`src/rtl/dsp_mem_seq_pkg.sv`:
```
// dsp_mem_seq_pkg: state encoding, counter width and parameter defaults
// shared by the capture-memory sequencer files.
package dsp_mem_seq_pkg;
  typedef enum logic [2:0] {
    S_IDLE, S_RESET, S_SYNC, S_FILL, S_READ, S_DONE, S_ABORT
  } mem_seq_state_e;
  localparam int MemSeqTimeoutW      = 16;
  localparam int MemSeqNumBanks      = 16;
  localparam int MemSeqTimeoutCycles = 65535;
  function automatic logic [MemSeqTimeoutW-1:0] len_or_one(input logic [MemSeqTimeoutW-1:0] v);
    return (v == '0) ? MemSeqTimeoutW'(1) : v;
  endfunction
endpackage

```
`src/rtl/dsp_mem_seq_if.sv`:
```
// dsp_mem_seq_if: control/status bundle between the sequencer (master)
// and the scan-config / datapath side (slave).
interface dsp_mem_seq_if import dsp_mem_seq_pkg::*; #(
  parameter int NUM_BANKS = MemSeqNumBanks,
  parameter int BANK_W    = $clog2(NUM_BANKS)
);
  logic                 i_start, i_abort, i_fs_locked, i_rd_ack;
  logic [NUM_BANKS-1:0] i_cfg_bank_mask;
  logic [7:0]           i_cfg_rst_cycles;
  logic [15:0]          i_cfg_fill_cycles;
  logic                 o_rst_retime, o_rrst_fs, o_en_retime, o_en_fs;
  logic [NUM_BANKS-1:0] o_wrst_bank, o_rrst_bank, o_en_bank;
  logic                 o_rd_req, o_busy, o_done, o_err_timeout, o_err_empty;
  logic [BANK_W-1:0]    o_rd_bank;
  modport master (
    input  i_start, i_abort, i_fs_locked, i_rd_ack, i_cfg_bank_mask, i_cfg_rst_cycles, i_cfg_fill_cycles,
    output o_rst_retime, o_rrst_fs, o_en_retime, o_en_fs, o_wrst_bank, o_rrst_bank, o_en_bank,
           o_rd_req, o_rd_bank, o_busy, o_done, o_err_timeout, o_err_empty
  );
  modport slave (
    output i_start, i_abort, i_fs_locked, i_rd_ack, i_cfg_bank_mask, i_cfg_rst_cycles, i_cfg_fill_cycles,
    input  o_rst_retime, o_rrst_fs, o_en_retime, o_en_fs, o_wrst_bank, o_rrst_bank, o_en_bank,
           o_rd_req, o_rd_bank, o_busy, o_done, o_err_timeout, o_err_empty
  );
endinterface

```
`src/rtl/dsp_mem_seq_next_bank.sv`:
```
// dsp_mem_seq_next_bank: lowest set mask bit strictly above cur_i,
// or the lowest set bit overall when first_i is high.
module dsp_mem_seq_next_bank import dsp_mem_seq_pkg::*; #(
  parameter int NUM_BANKS = MemSeqNumBanks,
  parameter int BANK_W    = $clog2(NUM_BANKS)
) (
  input  logic [NUM_BANKS-1:0] mask_i,
  input  logic [BANK_W-1:0]    cur_i,
  input  logic                 first_i,
  output logic [BANK_W-1:0]    idx_o,
  output logic                 found_o
);
  always_comb begin
    idx_o   = '0;
    found_o = 1'b0;
    for (int i = NUM_BANKS - 1; i >= 0; i--)
      if (mask_i[i] && (first_i || i > int'(cur_i))) begin
        idx_o   = BANK_W'(i);
        found_o = 1'b1;
      end
  end
endmodule

```
`src/rtl/dsp_mem_seq.sv`:
```
// dsp_mem_seq: start-triggered reset -> frame-sync -> bank fill -> bank
// readout sequencer for the ADC capture memory; all outputs registered.
module dsp_mem_seq import dsp_mem_seq_pkg::*; #(
  parameter int NUM_BANKS      = MemSeqNumBanks,
  parameter int BANK_W         = $clog2(NUM_BANKS),
  parameter int TIMEOUT_CYCLES = MemSeqTimeoutCycles
) (
  input logic           i_clk,
  input logic           i_rst_n,
  dsp_mem_seq_if.master bus
);
  typedef logic [MemSeqTimeoutW-1:0] cnt_t;
  localparam cnt_t TmoLast = cnt_t'(TIMEOUT_CYCLES - 1);
  mem_seq_state_e       state_q, state_d;
  logic [BANK_W-1:0]    bank_q, bank_d, rd_bank_q, nx_idx, lo_idx;
  logic [NUM_BANKS-1:0] mask_q, wrst_q, rrst_q, en_bank_q, bank_oh, lo_mask;
  logic [7:0]           rst_cyc_q;
  cnt_t                 fill_cyc_q, cnt_q, rst_last, fill_last;
  logic                 nx_found, lo_found, tmo_hit, tmo_d, start_ok, hold_rst, run;
  logic                 rst_retime_q, rrst_fs_q, en_retime_q, en_fs_q, rd_req_q, busy_q, done_q;
  logic                 err_tmo_q, err_empty_q;
  // In IDLE the lowest-bank search looks at the live mask so it doubles as the empty check.
  assign lo_mask   = (state_q == S_IDLE) ? bus.i_cfg_bank_mask : mask_q;
  assign start_ok  = (state_q == S_IDLE) && bus.i_start;
  assign rst_last  = len_or_one(cnt_t'(rst_cyc_q)) - cnt_t'(1);
  assign fill_last = len_or_one(fill_cyc_q) - cnt_t'(1);
  assign tmo_hit   = (cnt_q == TmoLast);
  assign bank_oh   = NUM_BANKS'(1) << bank_d;
  assign hold_rst  = state_d inside {S_RESET, S_ABORT};
  assign run       = state_d inside {S_SYNC, S_FILL, S_READ};
  dsp_mem_seq_next_bank #(.NUM_BANKS(NUM_BANKS), .BANK_W(BANK_W)) u_next (
    .mask_i(mask_q), .cur_i(bank_q), .first_i(1'b0), .idx_o(nx_idx), .found_o(nx_found)
  );
  dsp_mem_seq_next_bank #(.NUM_BANKS(NUM_BANKS), .BANK_W(BANK_W)) u_low (
    .mask_i(lo_mask), .cur_i('0), .first_i(1'b1), .idx_o(lo_idx), .found_o(lo_found)
  );
  always_comb begin
    state_d = state_q;
    bank_d  = bank_q;
    tmo_d   = 1'b0;
    unique case (state_q)
      S_IDLE:  state_d = !bus.i_start ? S_IDLE : lo_found ? S_RESET : S_DONE;
      S_RESET: state_d = (cnt_q == rst_last) ? S_SYNC : S_RESET;
      S_SYNC:
        if (bus.i_fs_locked) begin
          state_d = S_FILL;
          bank_d  = lo_idx;
        end else if (tmo_hit) begin
          state_d = S_ABORT;
          tmo_d   = 1'b1;
        end
      S_FILL:
        if (cnt_q == fill_last) begin
          state_d = nx_found ? S_FILL : S_READ;
          bank_d  = nx_found ? nx_idx : lo_idx;
        end
      S_READ:
        if (rd_req_q && bus.i_rd_ack) begin
          state_d = nx_found ? S_READ : S_DONE;
          bank_d  = nx_found ? nx_idx : bank_q;
        end else if (tmo_hit) begin
          state_d = S_ABORT;
          tmo_d   = 1'b1;
        end
      default: state_d = S_IDLE;
    endcase
    // Abort outranks a same-cycle timeout, so no error flag in that case.
    if (bus.i_abort && state_q != S_IDLE && state_q != S_ABORT) begin
      state_d = S_ABORT;
      tmo_d   = 1'b0;
    end
  end
  always_ff @(posedge i_clk or negedge i_rst_n)
    if (!i_rst_n) begin
      state_q      <= S_IDLE;
      bank_q       <= '0;
      cnt_q        <= '0;
      mask_q       <= '0;
      rst_cyc_q    <= '0;
      fill_cyc_q   <= '0;
      rst_retime_q <= 1'b1;
      rrst_fs_q    <= 1'b1;
      wrst_q       <= '1;
      rrst_q       <= '1;
      en_retime_q  <= 1'b0;
      en_fs_q      <= 1'b0;
      en_bank_q    <= '0;
      rd_req_q     <= 1'b0;
      rd_bank_q    <= '0;
      busy_q       <= 1'b0;
      done_q       <= 1'b0;
      err_tmo_q    <= 1'b0;
      err_empty_q  <= 1'b0;
    end else begin
      state_q <= state_d;
      bank_q  <= bank_d;
      cnt_q   <= (state_d != state_q || bank_d != bank_q) ? '0 : (&cnt_q ? cnt_q : cnt_q + cnt_t'(1));
      if (start_ok) begin
        mask_q      <= bus.i_cfg_bank_mask;
        rst_cyc_q   <= bus.i_cfg_rst_cycles;
        fill_cyc_q  <= bus.i_cfg_fill_cycles;
        err_empty_q <= !lo_found;
      end
      err_tmo_q    <= start_ok ? 1'b0 : (err_tmo_q | tmo_d);
      rst_retime_q <= hold_rst ? 1'b1 : run ? 1'b0 : rst_retime_q;
      rrst_fs_q    <= hold_rst ? 1'b1 : run ? 1'b0 : rrst_fs_q;
      en_retime_q  <= run;
      en_fs_q      <= run;
      wrst_q       <= hold_rst ? '1 : (state_d == S_FILL) ? (wrst_q & ~bank_oh) : wrst_q;
      rrst_q       <= hold_rst ? '1 : (state_d == S_READ) ? (rrst_q & ~bank_oh) : rrst_q;
      en_bank_q    <= (state_d inside {S_FILL, S_READ}) ? bank_oh : '0;
      rd_req_q     <= (state_d == S_READ);
      rd_bank_q    <= (state_d == S_READ) ? bank_d : '0;
      busy_q       <= (state_d != S_IDLE);
      done_q       <= (state_d == S_DONE);
    end
  assign bus.o_rst_retime  = rst_retime_q;
  assign bus.o_rrst_fs     = rrst_fs_q;
  assign bus.o_en_retime   = en_retime_q;
  assign bus.o_en_fs       = en_fs_q;
  assign bus.o_wrst_bank   = wrst_q;
  assign bus.o_rrst_bank   = rrst_q;
  assign bus.o_en_bank     = en_bank_q;
  assign bus.o_rd_req      = rd_req_q;
  assign bus.o_rd_bank     = rd_bank_q;
  assign bus.o_busy        = busy_q;
  assign bus.o_done        = done_q;
  assign bus.o_err_timeout = err_tmo_q;
  assign bus.o_err_empty   = err_empty_q;
endmodule

```
`src/flat_wrapper.sv`:
```
// flat-port wrapper written by rule: the top's interface ports become plain ports
module dsp_mem_seq_flat import dsp_mem_seq_pkg::*;
#(
  parameter int NUM_BANKS      = MemSeqNumBanks,
  parameter int BANK_W         = $clog2(NUM_BANKS),
  parameter int TIMEOUT_CYCLES = MemSeqTimeoutCycles
)
  (i_clk, i_rst_n, bus_i_start, bus_i_abort, bus_i_fs_locked, bus_i_rd_ack, bus_i_cfg_bank_mask, bus_i_cfg_rst_cycles, bus_i_cfg_fill_cycles, bus_o_rst_retime, bus_o_rrst_fs, bus_o_en_retime, bus_o_en_fs, bus_o_wrst_bank, bus_o_rrst_bank, bus_o_en_bank, bus_o_rd_req, bus_o_rd_bank, bus_o_busy, bus_o_done, bus_o_err_timeout, bus_o_err_empty);
  dsp_mem_seq_if #(.NUM_BANKS(NUM_BANKS), .BANK_W(BANK_W)) bus_i ();
  input logic i_clk;
  input logic i_rst_n;
  input wire logic [$bits(bus_i.i_start)-1:0] bus_i_start;
  input wire logic [$bits(bus_i.i_abort)-1:0] bus_i_abort;
  input wire logic [$bits(bus_i.i_fs_locked)-1:0] bus_i_fs_locked;
  input wire logic [$bits(bus_i.i_rd_ack)-1:0] bus_i_rd_ack;
  input wire logic [$bits(bus_i.i_cfg_bank_mask)-1:0] bus_i_cfg_bank_mask;
  input wire logic [$bits(bus_i.i_cfg_rst_cycles)-1:0] bus_i_cfg_rst_cycles;
  input wire logic [$bits(bus_i.i_cfg_fill_cycles)-1:0] bus_i_cfg_fill_cycles;
  output wire logic [$bits(bus_i.o_rst_retime)-1:0] bus_o_rst_retime;
  output wire logic [$bits(bus_i.o_rrst_fs)-1:0] bus_o_rrst_fs;
  output wire logic [$bits(bus_i.o_en_retime)-1:0] bus_o_en_retime;
  output wire logic [$bits(bus_i.o_en_fs)-1:0] bus_o_en_fs;
  output wire logic [$bits(bus_i.o_wrst_bank)-1:0] bus_o_wrst_bank;
  output wire logic [$bits(bus_i.o_rrst_bank)-1:0] bus_o_rrst_bank;
  output wire logic [$bits(bus_i.o_en_bank)-1:0] bus_o_en_bank;
  output wire logic [$bits(bus_i.o_rd_req)-1:0] bus_o_rd_req;
  output wire logic [$bits(bus_i.o_rd_bank)-1:0] bus_o_rd_bank;
  output wire logic [$bits(bus_i.o_busy)-1:0] bus_o_busy;
  output wire logic [$bits(bus_i.o_done)-1:0] bus_o_done;
  output wire logic [$bits(bus_i.o_err_timeout)-1:0] bus_o_err_timeout;
  output wire logic [$bits(bus_i.o_err_empty)-1:0] bus_o_err_empty;
  assign bus_i.i_start = bus_i_start;
  assign bus_i.i_abort = bus_i_abort;
  assign bus_i.i_fs_locked = bus_i_fs_locked;
  assign bus_i.i_rd_ack = bus_i_rd_ack;
  assign bus_i.i_cfg_bank_mask = bus_i_cfg_bank_mask;
  assign bus_i.i_cfg_rst_cycles = bus_i_cfg_rst_cycles;
  assign bus_i.i_cfg_fill_cycles = bus_i_cfg_fill_cycles;
  assign bus_o_rst_retime = bus_i.o_rst_retime;
  assign bus_o_rrst_fs = bus_i.o_rrst_fs;
  assign bus_o_en_retime = bus_i.o_en_retime;
  assign bus_o_en_fs = bus_i.o_en_fs;
  assign bus_o_wrst_bank = bus_i.o_wrst_bank;
  assign bus_o_rrst_bank = bus_i.o_rrst_bank;
  assign bus_o_en_bank = bus_i.o_en_bank;
  assign bus_o_rd_req = bus_i.o_rd_req;
  assign bus_o_rd_bank = bus_i.o_rd_bank;
  assign bus_o_busy = bus_i.o_busy;
  assign bus_o_done = bus_i.o_done;
  assign bus_o_err_timeout = bus_i.o_err_timeout;
  assign bus_o_err_empty = bus_i.o_err_empty;
  dsp_mem_seq #(.NUM_BANKS(NUM_BANKS), .BANK_W(BANK_W), .TIMEOUT_CYCLES(TIMEOUT_CYCLES)) u_core (.i_clk(i_clk), .i_rst_n(i_rst_n), .bus(bus_i));
endmodule
```
`config.mk`:
```
export PLATFORM = sky130hd
export DESIGN_NAME = dsp_mem_seq_flat
export DESIGN_NICKNAME = d
export VERILOG_FILES = /design/src/rtl/dsp_mem_seq_pkg.sv /design/src/rtl/dsp_mem_seq_if.sv /design/src/rtl/dsp_mem_seq_next_bank.sv /design/src/rtl/dsp_mem_seq.sv /design/src/flat_wrapper.sv
export SDC_FILE = /design/constraint.sdc
export NUM_CORES = 1
export LEC_CHECK = 0
export ABC_AREA = 1
export ABC_CLOCK_PERIOD_IN_PS = 3350
export CORE_ASPECT_RATIO = 0.9
export CORE_MARGIN = 4
export CORE_UTILIZATION = 50
export DETAILED_ROUTE_END_ITERATION = 10
export GPL_TIMING_DRIVEN = 0
export PLACE_DENSITY_LB_ADDON = 0.3
export SLEW_MARGIN = 10
export SYNTH_ARGS = -nofsm -noshare
export SYNTH_HDL_FRONTEND = slang
export SYNTH_SLANG_ARGS = --single-unit
```
`constraint.sdc`:
```
create_clock -name i_clk -period 3.35 [get_ports i_clk]
set_input_delay 1.005 -clock i_clk [delete_from_list [all_inputs] [get_ports i_clk]]
set_output_delay 1.005 -clock i_clk [all_outputs]
set_load 0.01 [all_outputs]
```
==> summary.txt, run 1 <==
Yosys
  • Number of synthesized flops with an enable pin: 0
  • Area share of the largest cell type after synthesis: 30.16%
  • Post-synth top area cell: dfrtp_1
  • Post-synth top flop: dfrtp_1
  • Ranking of synthesized cells by area: dfrtp_1 30%, nand2_1 15%, dfstp_2 12%
  • Synth cell types: 53
  • Syn Std Cell Area: 0.007383 mm^2
  • Seq/Total Area, Yosys: 41.91%
  • Syn_nets: 1042
  • Ys async rst share: 100.0%
  • FF+latch count, synth: 122
  • Syn_area_per_cell: 7.450 um^2
  • Synth warn: 0
  • Instance count of the mapped netlist: 991

Routing
  • WL met3: 2173 um
  • Final wirelength: 24770 um
  • Highest routed metal layer: met4
  • Post-route ant nets: 0
  • DR vias: 7870
  • Drt drc: 0
  • DRT iter0 DRCs: 861
  • WL met1: 10200 um
  • Drt pass-1 iters: 5
  • WL/cell: 17.74 um
  • Vias/cell: 5.638
  • Metal2 WL: 11520 um

Placed design
  • Dpl hpwl: 15370 um
  • RePlAce Congestion: 0.9645
  • Port bufs: 106
  • DP Worst Slack: -0.6473 ns
  • Cells after DPL: 1291

Worst setup path
  • CP startpoint: u_core.fill_cyc_q[4]
  • CP Class: flip-flop to flip-flop
  • CP Capture Point: u_core.cnt_q[2]
  • RR Endpoint: u_core.cnt_q[2]
  • Reg-to-reg startpoint: u_core.fill_cyc_q[4]
  • Crit path DAT: 4.04 ns
  • Critical Path Fanout Max: 7
  • Reg-to-reg setup timing slack: -0.33 ns
  • Critical Path Sink Type: flip-flop
  • CP required: 3.71 ns
  • Worst setup SP type: flip-flop
  • Reg2reg path depth: 24

Power and ir drop
  • Clock share of power: 16.8%
  • Sw Ratio: 46.87%
  • Pleak: 4.922 nW
  • Seq pwr share: 20.0%
  • Peak supply drop: 0.0005866 V
  • Combinational share of power: 63.2%
  • PD cells: 1099 mW/mm^2
  • Internal power: 6.156 mW
  • Psw: 5.432 mW

STA
  • FMAX: 0.2719 GHz
  • Final Max Slew Viols: 0
  • Final setup viols: 67
  • TNS Setup: -16.78 ns
  • Final hold viol count: 0
  • Max_slew headroom: 40.24%
  • Setup ws final: -0.3280 ns
  • Fin Hold WS: 0.4615 ns
  • Tmin final: 3.678 ns
  • Fin crit share: 109.8%
  • Worst-Margin Slew: 0.8931 ns
  • Layout Skew: 0.007854 ns
  • Unrepaired setup endpoints after global routing: yes

Clock tree
  • Max clock buf depth: 2
  • Hold_buf cts: 0
  • Clock Latency Late Sink: 0.43 ns
  • Clock sink count: 122
  • CTS HTree Levels: 4
  • Num CTS Buffers: 17
  • Clock root buffer master: clkbuf_16
  • CTS tree: yes
  • Clock slew at reported path FFs: 0.06 ns

Cells and area
  • Area delta synth->final: 42.74%
  • Commonest non-fill, non-tap cell in the layout: nand2_1
  • Post-layout utilization of the core: 73.90%
  • Commonest cells after routing, fill and taps aside: 272 x nand2_1, 109 x inv_1, 105 x clkdlybuf4s50_1
  • Final std cells w/o fill: 1396
  • Ratio of cells with drive above 1 in the final layout: 25.60%
  • Ant. Diodes: 0
  • Fillers: 1013
  • # nets final: 1241

Die
  • Initial core utilization: 51.77%
  • Die Footprint: 0.01678 mm^2
  • Num ports: 107
  • CORE AREA: 0.01426 mm^2
  • Die width: 136.1 um
  • Die Y: 123.3 um
  • Rows: 41

Status
  • Status: finished with violations
  • Failing checks: negative setup slack

Hold path
  • Hold crit path type: flip-flop to flip-flop

GRT
  • First-pass GRT wire length: 37070 um
  • Initial antenna violation count: 0
  • Pin count of the biggest net entering global routing: 67
  • Global-route usage over all layers: 28.40%
  • Remaining Overflow, GRT: 0
  • Number of global-route vias before repair: 7208

Run
  • Max Cap Viol: 0
## flip-flops by register name, indices dropped and copies added, names as in the netlist, 3 cells and up
signal,cells
u_core.fill_cyc_q,16
u_core.bus.o_rrst_bank,16
u_core.mask_q,16
u_core.cnt_q,16
u_core.bus.o_rd_bank,4
u_core.bank_q,4
u_core.rst_cyc_q,8
u_core.bus.o_en_bank,16
u_core.state_q,3
u_core.bus.o_wrst_bank,16
## worst min-delay path by stage
stage	to	cells past startpoint	start
after global routing	u_core.bus.o_wrst_bank[10]	2	u_core.bus.o_wrst_bank[10]
after detailed placement	u_core.bus.o_wrst_bank[6]	2	u_core.bus.o_wrst_bank[6]
after floorplan	u_core.mask_q[9]	2	u_core.mask_q[9]
after global placement	u_core.bus.o_wrst_bank[11]	2	u_core.bus.o_wrst_bank[11]
final	u_core.bus.o_wrst_bank[6]	2	u_core.bus.o_wrst_bank[6]
after CTS	u_core.bus.o_wrst_bank[6]	2	u_core.bus.o_wrst_bank[6]
## critical path, cell delays in order (launching register included)
cell,delay [ns]
dfrtp_2,0.45
nor2_4,0.16
nand2_4,0.07
nor2_4,0.14
nand4_4,0.12
nand2_4,0.10
inv_4,0.04
ha_4,0.26
xor2_2,0.18
o21ai_2,0.10
a21oi_2,0.17
nand2_1,0.09
nor2_2,0.09
nand4_1,0.08
nor2_1,0.13
nand4_1,0.24
a21oi_2,0.21
nand2_1,0.10
nand2_2,0.10
nand3_4,0.15
nand2_2,0.14
nand3_4,0.11
buf_12,0.15
buf_12,0.14
nor2_4,0.08
## through the flow
stage	area [um^2]	power [mW]
floorplan	7388	5.720
global placement	8691	7.065
detailed placement	8720	7.147
CTS	10100	10.37
global route	10540	12.25
finish	10540	11.59
## Yosys cell counts, types with 9 or more instances
library cell / n
nor2_2: 10
nor2_1: 90
nand3_1: 49
o21bai_1: 10
o21ai_1: 11
xor2_1: 24
inv_1: 112
clkbuf_1: 15
nand4_1: 38
nand2_1: 297
inv_2: 11
a21oi_1: 19
xnor2_1: 11
dfstp_2: 33
nor2_4: 14
nor3_1: 10
dfrtp_1: 89
o21ai_0: 62
nand2_2: 9
## final cells by class
type,count,area (um^2),area share (%)
Tap cell,193,241.5,2.291
Clock inverter,15,190.2,1.805
Multi-Input combinational cell,714,4114,39.04
Buffer,29,211.5,2.006
Sequential cell,122,3100,29.42
Timing Repair Buffer,181,1774,16.83
Clock buffer,17,425.4,4.037
Inverter,125,481.7,4.571
## kinds of logic (layout without fill, tap and decap cells)
family / after synthesis / after routing / share of synthesized area (%)
XOR/XNOR: 36 / 36 / 4.372
AND/OR/NAND/NOR: 544 / 544 / 34.15
AO/OA/AOI/OAI: 129 / 129 / 10.20
adder cells (fa/ha/maj): 5 / 5 / 0.8473
buffers and inverters: 155 / 367 / 8.524
flip-flops: 122 / 122 / 41.91
## power groups by stage
stage               clock [mW]  combinational (mW)  sequential (mW)
finish                    1.94                7.32             2.32
global route              2.03                7.86             2.36
CTS                       1.94                6.15             2.28
detailed placement           0                4.84             2.31
global placement             0                4.75             2.31
floorplan                    0                3.42             2.30
## metal layers
metal,track usage [%],vias to the layer above
met3,4.516,77
met2,43.29,482
li1,-,3564
met4,11.08,0
met5,0,-
met1,40.81,3747
## what timing repair did
action,4_1_cts,5_1_grt
pin swaps,39,43
endpoints found under the setup margin,75,75
buffers inserted,47,25
gates cloned,2,0
gates resized for setup,89,56
(Power assumes the default switching activity.)
==> run 2: changes to the inputs <==
CORE_UTILIZATION = 45   (was 50)
CTS_CLUSTER_SIZE = 16   (was unset)
==> run 2 against run 1 <==
  * The flow still finishes with violations (negative setup slack)
  * Combinational power rose by 3.3%
  * Global-route usage fell by 3.4 points
  * Wire length fell by 4.3%
  * Core utilization fell by 8.3 points
  * Critical path type unchanged
==> summary.txt, run 2 (same netlist as run 1, synthesis figures left out) <==
Routing
  • Post-route ant nets: 0
  • Final wirelength: 23710 um
  • Drt drc: 0
  • Vias/cell: 5.333
  • WL/cell: 16.87 um
  • DRT iter0 DRCs: 652
  • DR vias: 7498
  • Drt pass-1 iters: 5

GRT
  • First-pass GRT wire length: 36410 um
  • Number of global-route vias before repair: 7179
  • Initial antenna violation count: 0
  • Global-route usage over all layers: 25.02%
  • Pin count of the biggest net entering global routing: 65
  • Remaining Overflow, GRT: 0

Placed design
  • DP Worst Slack: -0.6445 ns
  • Port bufs: 106
  • RePlAce Congestion: 0.9588
  • Dpl hpwl: 15630 um
  • DP Area: 0.008737 mm^2
  • Cells after DPL: 1305

STA
  • TNS Setup: -9.811 ns
  • Final Max Slew Viols: 0
  • Setup ws final: -0.2339 ns
  • Final setup viols: 64
  • Max_slew headroom: 43.26%
  • Fin Hold WS: 0.4648 ns
  • FMAX: 0.2790 GHz
  • Final hold viol count: 0
  • Unrepaired setup endpoints after global routing: yes
  • Tmin final: 3.584 ns
  • Worst-Margin Slew: 0.8479 ns
  • Fin crit share: 107.0%
  • Layout Skew: 0.009545 ns

Worst setup path
  • CP required: 3.71 ns
  • Critical Path Fanout Max: 5
  • Worst path slowest cell: dfrtp_1
  • Worst setup SP type: flip-flop
  • Worst path max stage delay: 0.39 ns
  • Reg2reg path depth: 27
  • Critical Path Sink Type: flip-flop
  • Crit path DAT: 3.94 ns
  • Critical path's most frequent cell: nor2_4
  • CP Class: flip-flop to flip-flop

Power and ir drop
  • Final Power: 11.65 mW
  • Combinational share of power: 64.9%
  • Psw: 5.507 mW
  • Seq pwr share: 19.7%
  • Pleak: 4.907 nW
  • Clock share of power: 15.4%
  • Sw Ratio: 47.26%
  • Peak supply drop: 0.0005954 V
  • Internal power: 6.145 mW
  • PD cells: 1101 mW/mm^2

Clock tree
  • Num CTS Buffers: 17
  • Clock sink count: 122
  • Max clock buf depth: 2
  • Clock root buffer master: clkbuf_16
  • Clock Latency Late Sink: 0.43 ns
  • CTS tree: yes
  • Clock slew at reported path FFs: 0.06 ns
  • CTS HTree Levels: 4
  • Hold_buf cts: 0

Hold path
  • Hold crit path type: flip-flop to flip-flop
  • Hold Crit Depth: 2

Cells and area
  • Fin area: 0.01058 mm^2
  • Ant. Diodes: 0
  • Ratio of cells with drive above 1 in the final layout: 25.10%
  • Fillers: 1277
  • Final std cells w/o fill: 1406
  • Post-layout utilization of the core: 65.61%
  • Area delta synth->final: 43.35%
  • # nets final: 1237
  • Commonest cells after routing, fill and taps aside: 276 x nand2_1, 108 x inv_1, 105 x clkdlybuf4s50_1
  • Commonest non-fill, non-tap cell in the layout: nand2_1

Die
  • Die Footprint: 0.01852 mm^2
  • Die Y: 129.5 um
  • Num ports: 107
  • CORE AREA: 0.01613 mm^2
  • Rows: 44
  • Die width: 143.0 um
  • Initial core utilization: 45.77%

Status
  • Status: finished with violations
  • Failing checks: negative setup slack

Run
  • Max Cap Viol: 0
-- run 2: changes by cell type in the layout (fill, tap and decap cells not counted), sizes merged --
cell | previous run | this run
clkinv | 9 | 3
inv | 128 | 133
clkinvlp | 0 | 4
buf | 90 | 87
bufinv | 3 | 0
clkbuf | 32 | 31
-- run 2: final cells by class --
cell class | instances | area, um^2 | area share, %
Sequential cell | 122 | 3099 | 29.28
Inverter | 125 | 485.5 | 4.587
Clock buffer | 17 | 425.4 | 4.019
Tap cell | 207 | 259.0 | 2.447
Buffer | 28 | 212.7 | 2.010
Timing Repair Buffer | 178 | 1803 | 17.04
Multi-Input combinational cell | 714 | 4151 | 39.22
Clock inverter | 15 | 147.6 | 1.395
-- run 2: final timing paths --
path	endpoint	from	slack, ns
min reg2reg	u_core.bus.o_wrst_bank[12]	u_core.bus.o_wrst_bank[12]	0.46
min in group asynchronous	u_core.rst_cyc_q[0]	i_rst_n	0.57
max	u_core.cnt_q[11]	u_core.fill_cyc_q[9]	-0.23
max in group asynchronous	u_core.bus.o_rrst_bank[10]	i_rst_n	2.01
min	u_core.bus.o_wrst_bank[12]	u_core.bus.o_wrst_bank[12]	0.46
max reg2reg	u_core.cnt_q[11]	u_core.fill_cyc_q[9]	-0.23
-- run 2: per-layer routing --
layer	GRT usage, %	share of wire (%)
met1	36.55	44
met2	36.99	46
met3	5.867	8.2
met4	7.658	1.8
met5	0	0
-- run 2: power by group through the flow --
| stage | registers [mW] | logic, mW | clock network (mW) |
|---|---|---|---|
| 2_1_floorplan | 2.30 | 3.42 | 0 |
| 3_3_place_gp | 2.30 | 4.78 | 0 |
| 3_5_place_dp | 2.30 | 4.88 | 0 |
| 4_1_cts | 2.28 | 6.36 | 1.81 |
| 5_1_grt | 2.34 | 8.14 | 1.88 |
| 6_report | 2.30 | 7.56 | 1.80 |
-- run 2: repair_timing --
| action | CTS | global route |
|---|---|---|
| resized for setup | 91 | 79 |
| hold endpoints to repair | 0 | 0 |
| pin swaps | 44 | 57 |
| gates cloned | 4 | 1 |
| endpoints found under the setup margin | 75 | 76 |
| buffers inserted | 41 | 27 |
-- run 2: worst max-delay path, delay by kind of cell, from the launching register on --
| kind | cells | cell delay (ns) |
|---|---|---|
| AND/OR/NAND/NOR | 21 | 2.25 |
| buffers and inverters | 3 | 0.31 |
| flip-flops | 1 | 0.39 |
| adder cells (fa/ha/maj) | 1 | 0.18 |
| XOR/XNOR | 2 | 0.37 |
